**src/rtl/uart_rx.sv**
```systemverilog
// ---------------------------------------------------------------------------
// uart_rx -- 8N1 UART receiver with mid-bit sampling.
//
// Optional feature macro: UART_RX_MAJORITY_VOTE_EN
//   defined   : every start/data/stop decision is the 2-of-3 majority of the
//               synchronized line at mid-1, mid and mid+1. The decision is taken
//               at mid+1, so all output timing moves one cycle later.
//   undefined : a single sample at mid-bit, no vote logic.
//
// Parameters
//   CLK_FREQ   system clock frequency in Hz
//   BAUD_RATE  line bit rate in bit/s (CLK_FREQ/BAUD_RATE must be >= 4)
//
// Ports
//   sys_clk    in   system clock, rising edge
//   sys_rst_n  in   asynchronous active-low reset
//   rx         in   asynchronous serial line, idle high
//   rx_data    out  last correctly framed byte, held until the next good frame
//   rx_valid   out  one-cycle pulse, rx_data newly updated
//   frame_err  out  one-cycle pulse, stop bit sampled low
//   rx_busy    out  high whenever the receiver is not idle
// ---------------------------------------------------------------------------
module uart_rx #(
  parameter int CLK_FREQ  = 84_000_000,
  parameter int BAUD_RATE = 3000000
) (
  input  logic       sys_clk,
  input  logic       sys_rst_n,
  input  logic       rx,
  output logic [7:0] rx_data,
  output logic       rx_valid,
  output logic       frame_err,
  output logic       rx_busy
);

  localparam int CLK_PER_BIT = CLK_FREQ / BAUD_RATE;
  localparam int HALF_BIT    = CLK_PER_BIT / 2;
  localparam int CNT_W       = $clog2(CLK_PER_BIT);
`ifdef UART_RX_MAJORITY_VOTE_EN
  localparam int START_LAST  = HALF_BIT;
`else
  localparam int START_LAST  = HALF_BIT - 1;
`endif
  localparam logic [CNT_W-1:0] START_END = CNT_W'(START_LAST);
  localparam logic [CNT_W-1:0] BIT_END   = CNT_W'(CLK_PER_BIT - 1);

  generate
    if (CLK_PER_BIT < 4) begin : g_rate_check
      $error("uart_rx: CLK_FREQ/BAUD_RATE must be at least 4");
    end
  endgenerate

  typedef enum logic [2:0] {IDLE, START, DATA, STOP, RECOVER} state_t;

  state_t           state;
  state_t           state_nxt;
  logic             rx_meta;
  logic             rx_s;
  logic             rx_s_d;
  logic [1:0]       sync_vld;
  logic             armed;
  logic             rx_bit;
  logic             start_edge;
  logic             cnt_done;
  logic             cnt_clr;
  logic             shift_en;
  logic             load_en;
  logic             ferr_en;
  logic [CNT_W-1:0] clk_cnt;
  logic [2:0]       bit_cnt;
  logic [7:0]       shift_reg;

`ifdef UART_RX_MAJORITY_VOTE_EN
  logic rx_s_d2;

  function automatic logic maj3(input logic a, input logic b, input logic c);
    return (a & b) | (a & c) | (b & c);
  endfunction

  assign rx_bit = maj3(rx_s, rx_s_d, rx_s_d2);
`else
  assign rx_bit = rx_s;
`endif

  // Synchronizer and edge history. sync_vld marks when rx_s carries a real
  // line value rather than its reset value; armed then requires the line to
  // be seen high before a falling edge counts, so a line that is low when
  // reset is released never looks like a start bit.
  always_ff @(posedge sys_clk or negedge sys_rst_n) begin
    if (!sys_rst_n) begin
      rx_meta  <= 1'b1;
      rx_s     <= 1'b1;
      rx_s_d   <= 1'b1;
`ifdef UART_RX_MAJORITY_VOTE_EN
      rx_s_d2  <= 1'b1;
`endif
      sync_vld <= 2'b00;
      armed    <= 1'b0;
    end else begin
      rx_meta  <= rx;
      rx_s     <= rx_meta;
      rx_s_d   <= rx_s;
`ifdef UART_RX_MAJORITY_VOTE_EN
      rx_s_d2  <= rx_s_d;
`endif
      sync_vld <= {sync_vld[0], 1'b1};
      if (sync_vld[1] && rx_s) begin
        armed <= 1'b1;
      end
    end
  end

  assign start_edge = armed && rx_s_d && !rx_s;
  assign cnt_done   = (state == START) ? (clk_cnt == START_END)
                    : (((state == DATA) || (state == STOP)) && (clk_cnt == BIT_END));

  // State register
  always_ff @(posedge sys_clk or negedge sys_rst_n) begin
    if (!sys_rst_n) begin
      state <= IDLE;
    end else begin
      state <= state_nxt;
    end
  end

  // Next-state logic
  always_comb begin
    state_nxt = state;
    case (state)
      IDLE:    if (start_edge) state_nxt = START;
      START:   if (cnt_done) state_nxt = rx_bit ? IDLE : DATA;
      DATA:    if (cnt_done && (bit_cnt == 3'd7)) state_nxt = STOP;
      STOP:    if (cnt_done) state_nxt = rx_bit ? IDLE : RECOVER;
      RECOVER: if (rx_s) state_nxt = IDLE;
      default: state_nxt = IDLE;
    endcase
  end

  // Output / strobe decode
  always_comb begin
    rx_busy  = 1'b1;
    cnt_clr  = 1'b1;
    shift_en = 1'b0;
    load_en  = 1'b0;
    ferr_en  = 1'b0;
    case (state)
      IDLE:    rx_busy = 1'b0;
      START:   cnt_clr = cnt_done;
      DATA: begin
        cnt_clr  = cnt_done;
        shift_en = cnt_done;
      end
      STOP: begin
        cnt_clr = cnt_done;
        load_en = cnt_done && rx_bit;
        ferr_en = cnt_done && !rx_bit;
      end
      default: cnt_clr = 1'b1;
    endcase
  end

  // Counters, shift register and registered output pulses. The clock
  // counter is held at zero outside timed states so it never wraps.
  always_ff @(posedge sys_clk or negedge sys_rst_n) begin
    if (!sys_rst_n) begin
      clk_cnt   <= '0;
      bit_cnt   <= '0;
      shift_reg <= '0;
      rx_data   <= '0;
      rx_valid  <= 1'b0;
      frame_err <= 1'b0;
    end else begin
      clk_cnt <= cnt_clr ? '0 : clk_cnt + 1'b1;
      if (state != DATA) begin
        bit_cnt <= '0;
      end else if (shift_en) begin
        bit_cnt <= bit_cnt + 3'd1;
      end
      if (shift_en) begin
        shift_reg <= {rx_bit, shift_reg[7:1]};
      end
      rx_valid  <= load_en;
      frame_err <= ferr_en;
      if (load_en) begin
        rx_data <= shift_reg;
      end
    end
  end

endmodule

```
**config.mk**
```make
export PLATFORM = sky130hd
export DESIGN_NAME = uart_rx
export DESIGN_NICKNAME = d
export VERILOG_FILES = /design/src/rtl/uart_rx.sv
export SDC_FILE = /design/constraint.sdc
export NUM_CORES = 1
export LEC_CHECK = 0
export BUFFER_PORTS_ARGS = -buffer_cell sky130_fd_sc_hd__buf_4
export CORE_UTILIZATION = 30
export DETAILED_ROUTE_END_ITERATION = 16
export GPL_TIMING_DRIVEN = 0
export SLEW_MARGIN = 0
export SYNTH_ARGS = -nofsm -noshare
export SYNTH_HDL_FRONTEND = slang
export SYNTH_SLANG_ARGS = --single-unit
```
**constraint.sdc**
```tcl
create_clock -name sys_clk -period 2 [get_ports sys_clk]
set_clock_uncertainty 0.2 [all_clocks]
set_input_delay 0.1 -clock sys_clk [delete_from_list [all_inputs] [get_ports sys_clk]]
set_output_delay 0.1 -clock sys_clk [all_outputs]
set_load 0.03 [all_outputs]
```
==> impl_metrics.yaml <==
outcome:
  status: "complete, no violations"
finish:
  num-nets-final: 140
  multiInputGateArea_um2: 577
  drive_gt1_frac: 0.351
  fin_util: 0.381
  regArea_um2: 880
  design_area_um2: 1810
  antenna_cells: 0
  area_growth_pct: 21.6
  fillers: 493
die:
  initial_core_util: 0.313
  die_w_um: 72.4
  ios: 14
  dieHeight_um: 72.4
  core_area_um2: 4750
  row_count: 25
  dieArea_um2: 5240
setup_path:
  r2r_start: "clk_cnt[0]"
  setup.worst_path.start_class: "register"
  r2r_slack_ns: 0.14
  cp_max_fo: 8
  end_kind: "register"
  crit_path_start: "clk_cnt[0]"
  cp_data_arrival_time_ns: 1.83
  worstSetupPathType: "reg2reg"
  r2r-end: "shift_reg[6]"
  r2r_cells: 4
  critPathRequiredTime_ns: 1.97
sta:
  period_share: 0.932
  fin_setup_tns_ns: 0
  finalSetupViolations: 0
  finalHoldViolCount: 0
  period_needed_ns: 1.86
  clock.fmax_mhz: 536
  timing.final.ws_setup_ns: 0.136
  final-max-slew-violation-count: 0
  rsz0062_at_grt: "false"
place:
  gp_congestion: 0.773
  portBuffers: 13
  hpwlAfterDp_um: 1670
  dpl-instance-area_um2: 1670
  dp_slack_ns: 0.0468
clock_network:
  clk_pin_slew_ns: 0.07
  cts.sinks: 35
  root_buffer: "clkbuf_8"
  htreeDepth: 2
  clk_latency_ns: 0.29
  cts_tree: "done"
  cts_made_buffers: 5
  cts.path.max_buffers: 2
drt:
  via_count: 912
  vias_per_cell: 4.54
  dr.pass1.iters: 4
  wl_um: 2490
  drtIter0Drc: 38
  routedWlPerCell_um: 12.4
  ant_nets: 0
  drc: 0
synthesis:
  synthCells: 110
  ys_seq_elements: 35
  ys_types: 39
  syn_area_um2: 1490
  ys.warnings.count: 0
  syn-num-nets: 117
  ys_seq_area_frac: 0.591
  synth.avg_cell_area_um2: 13.5
run:
  maxCapViolCount: 0
global_route:
  grt_max_degree: 36
  antenna_found_initial: 0
  grt_pass1_wl_um: 4090
  overflow: 0
  grt_pass1_vias: 882
  track_usage: 0.106
power:
  p_per_area_nw_per_um2: 744
  p_total_mw: 1.35
  vdd_drop_max_mv: 0.496
  p_leak_nw: 0.872
hold_path:
  holdCritPathClass: "in2async"
## worst max path at each step
stage / slack [ns] / to / cells past startpoint
after floorplan: 0.20 / rx_data[0] / 5
after global routing: 0.009 / shift_reg[4] / 4
after detailed placement: 0.05 / shift_reg[1] / 4
after CTS: 0.03 / shift_reg[6] / 4
after global placement: 0.1 / rx_data[3] / 5
final: 0.14 / shift_reg[6] / 4
## critical path, cell delays in order, from the launching register on
cell	delay (ns)
dfrtp_1	0.44
ha_4	0.19
nand4b_1	0.24
nor2_4	0.31
mux2_2	0.37
## cell families after synthesis
logic type	share of synthesized area
AO/OA/AOI/OAI	0.0580
XOR/XNOR	0.0177
adder cells (fa/ha/maj)	0.0336
buffers and inverters	0.0294
flip-flops	0.591
multiplexers	0.140
other	0.00252
AND/OR/NAND/NOR	0.128
## where the power goes
part	internal, mW	total, mW	leakage [nW]	switching [mW]
combinational	0.0220	0.0597	0.353	0.0377
sequential	0.721	0.730	0.467	0.00945
clock	0.314	0.555	0.0515	0.241
## timing repair
item,CTS,global route
endpoints found under the setup margin,0,18
setup buffers,0,1
hold buffers,2,0
endpoints found under the hold margin,36,0
resized for setup,0,2
## metrics by stage
step,std cells,hold slack (ns)
5_1_grt,201,0.149
2_1_floorplan,110,-0.396
3_3_place_gp,190,-0.131
3_5_place_dp,190,-0.125
6_report,201,0.0997
4_1_cts,200,0.117
## synth_stat cells, drive strengths merged
cell type / count / share of area
nor3b: 1 / 0.0050
mux2: 16 / 0.13
nand3: 2 / 0.0067
a22oi: 2 / 0.010
a211o: 1 / 0.0059
a31oi: 1 / 0.0042
or3b: 1 / 0.0059
and4b: 1 / 0.0067
a21o: 1 / 0.0050
dfrtp: 32 / 0.54
ha: 4 / 0.034
buf: 4 / 0.019
xnor2: 2 / 0.012
inv: 3 / 0.0076
nor3: 4 / 0.013
dfstp: 3 / 0.053
a21oi: 3 / 0.010
clkbuf: 1 / 0.0025
conb: 1 / 0.0025
mux2i: 2 / 0.013
nor2b: 2 / 0.0084
or3: 2 / 0.0084
nand4b: 2 / 0.012
nor4b: 1 / 0.0059
a2bb2oi: 1 / 0.0059
xor2: 1 / 0.0059
nor2: 4 / 0.015
o32ai: 1 / 0.0059
o21ai: 1 / 0.0034
or2b: 1 / 0.0050
nor4: 1 / 0.0042
nand4: 1 / 0.014
o2111a: 1 / 0.0076
nand2b: 1 / 0.0042
nand2: 5 / 0.013
## routing by layer
layer / global-route usage / vias to the layer above / wire length [um]
li1: - / 440 / -
met5: 0 / - / 0
met1: 0.137 / 456 / 1190
met3: 0.0389 / 3 / 98
met4: 0.0523 / 0 / 42
met2: 0.157 / 13 / 1170
## layout by cell type, fill, tap and decap left out, drive strengths merged, types with 2 or more instances in the layout
cell type / count
nand4b: 2
nand3: 2
nand2: 5
dfstp: 3
dfrtp: 32
buf: 18
nor3: 4
dlygate4sd3: 2
mux2i: 2
nor2b: 2
xnor2: 2
ha: 4
nor2: 4
inv: 3
a21oi: 3
clkbuf: 9
a22oi: 2
mux2: 16
or3: 2
## layout make-up
| type | count | area share |
|---|---|---|
| Multi-Input combinational cell | 67 | 0.319 |
| Sequential cell | 35 | 0.486 |
| Buffer | 5 | 0.0180 |
| Tap cell | 67 | 0.0463 |
| Inverter | 3 | 0.00622 |
| Clock buffer | 8 | 0.0553 |
| Timing Repair Buffer | 16 | 0.0692 |
Power figures use the tool's default switching activity.
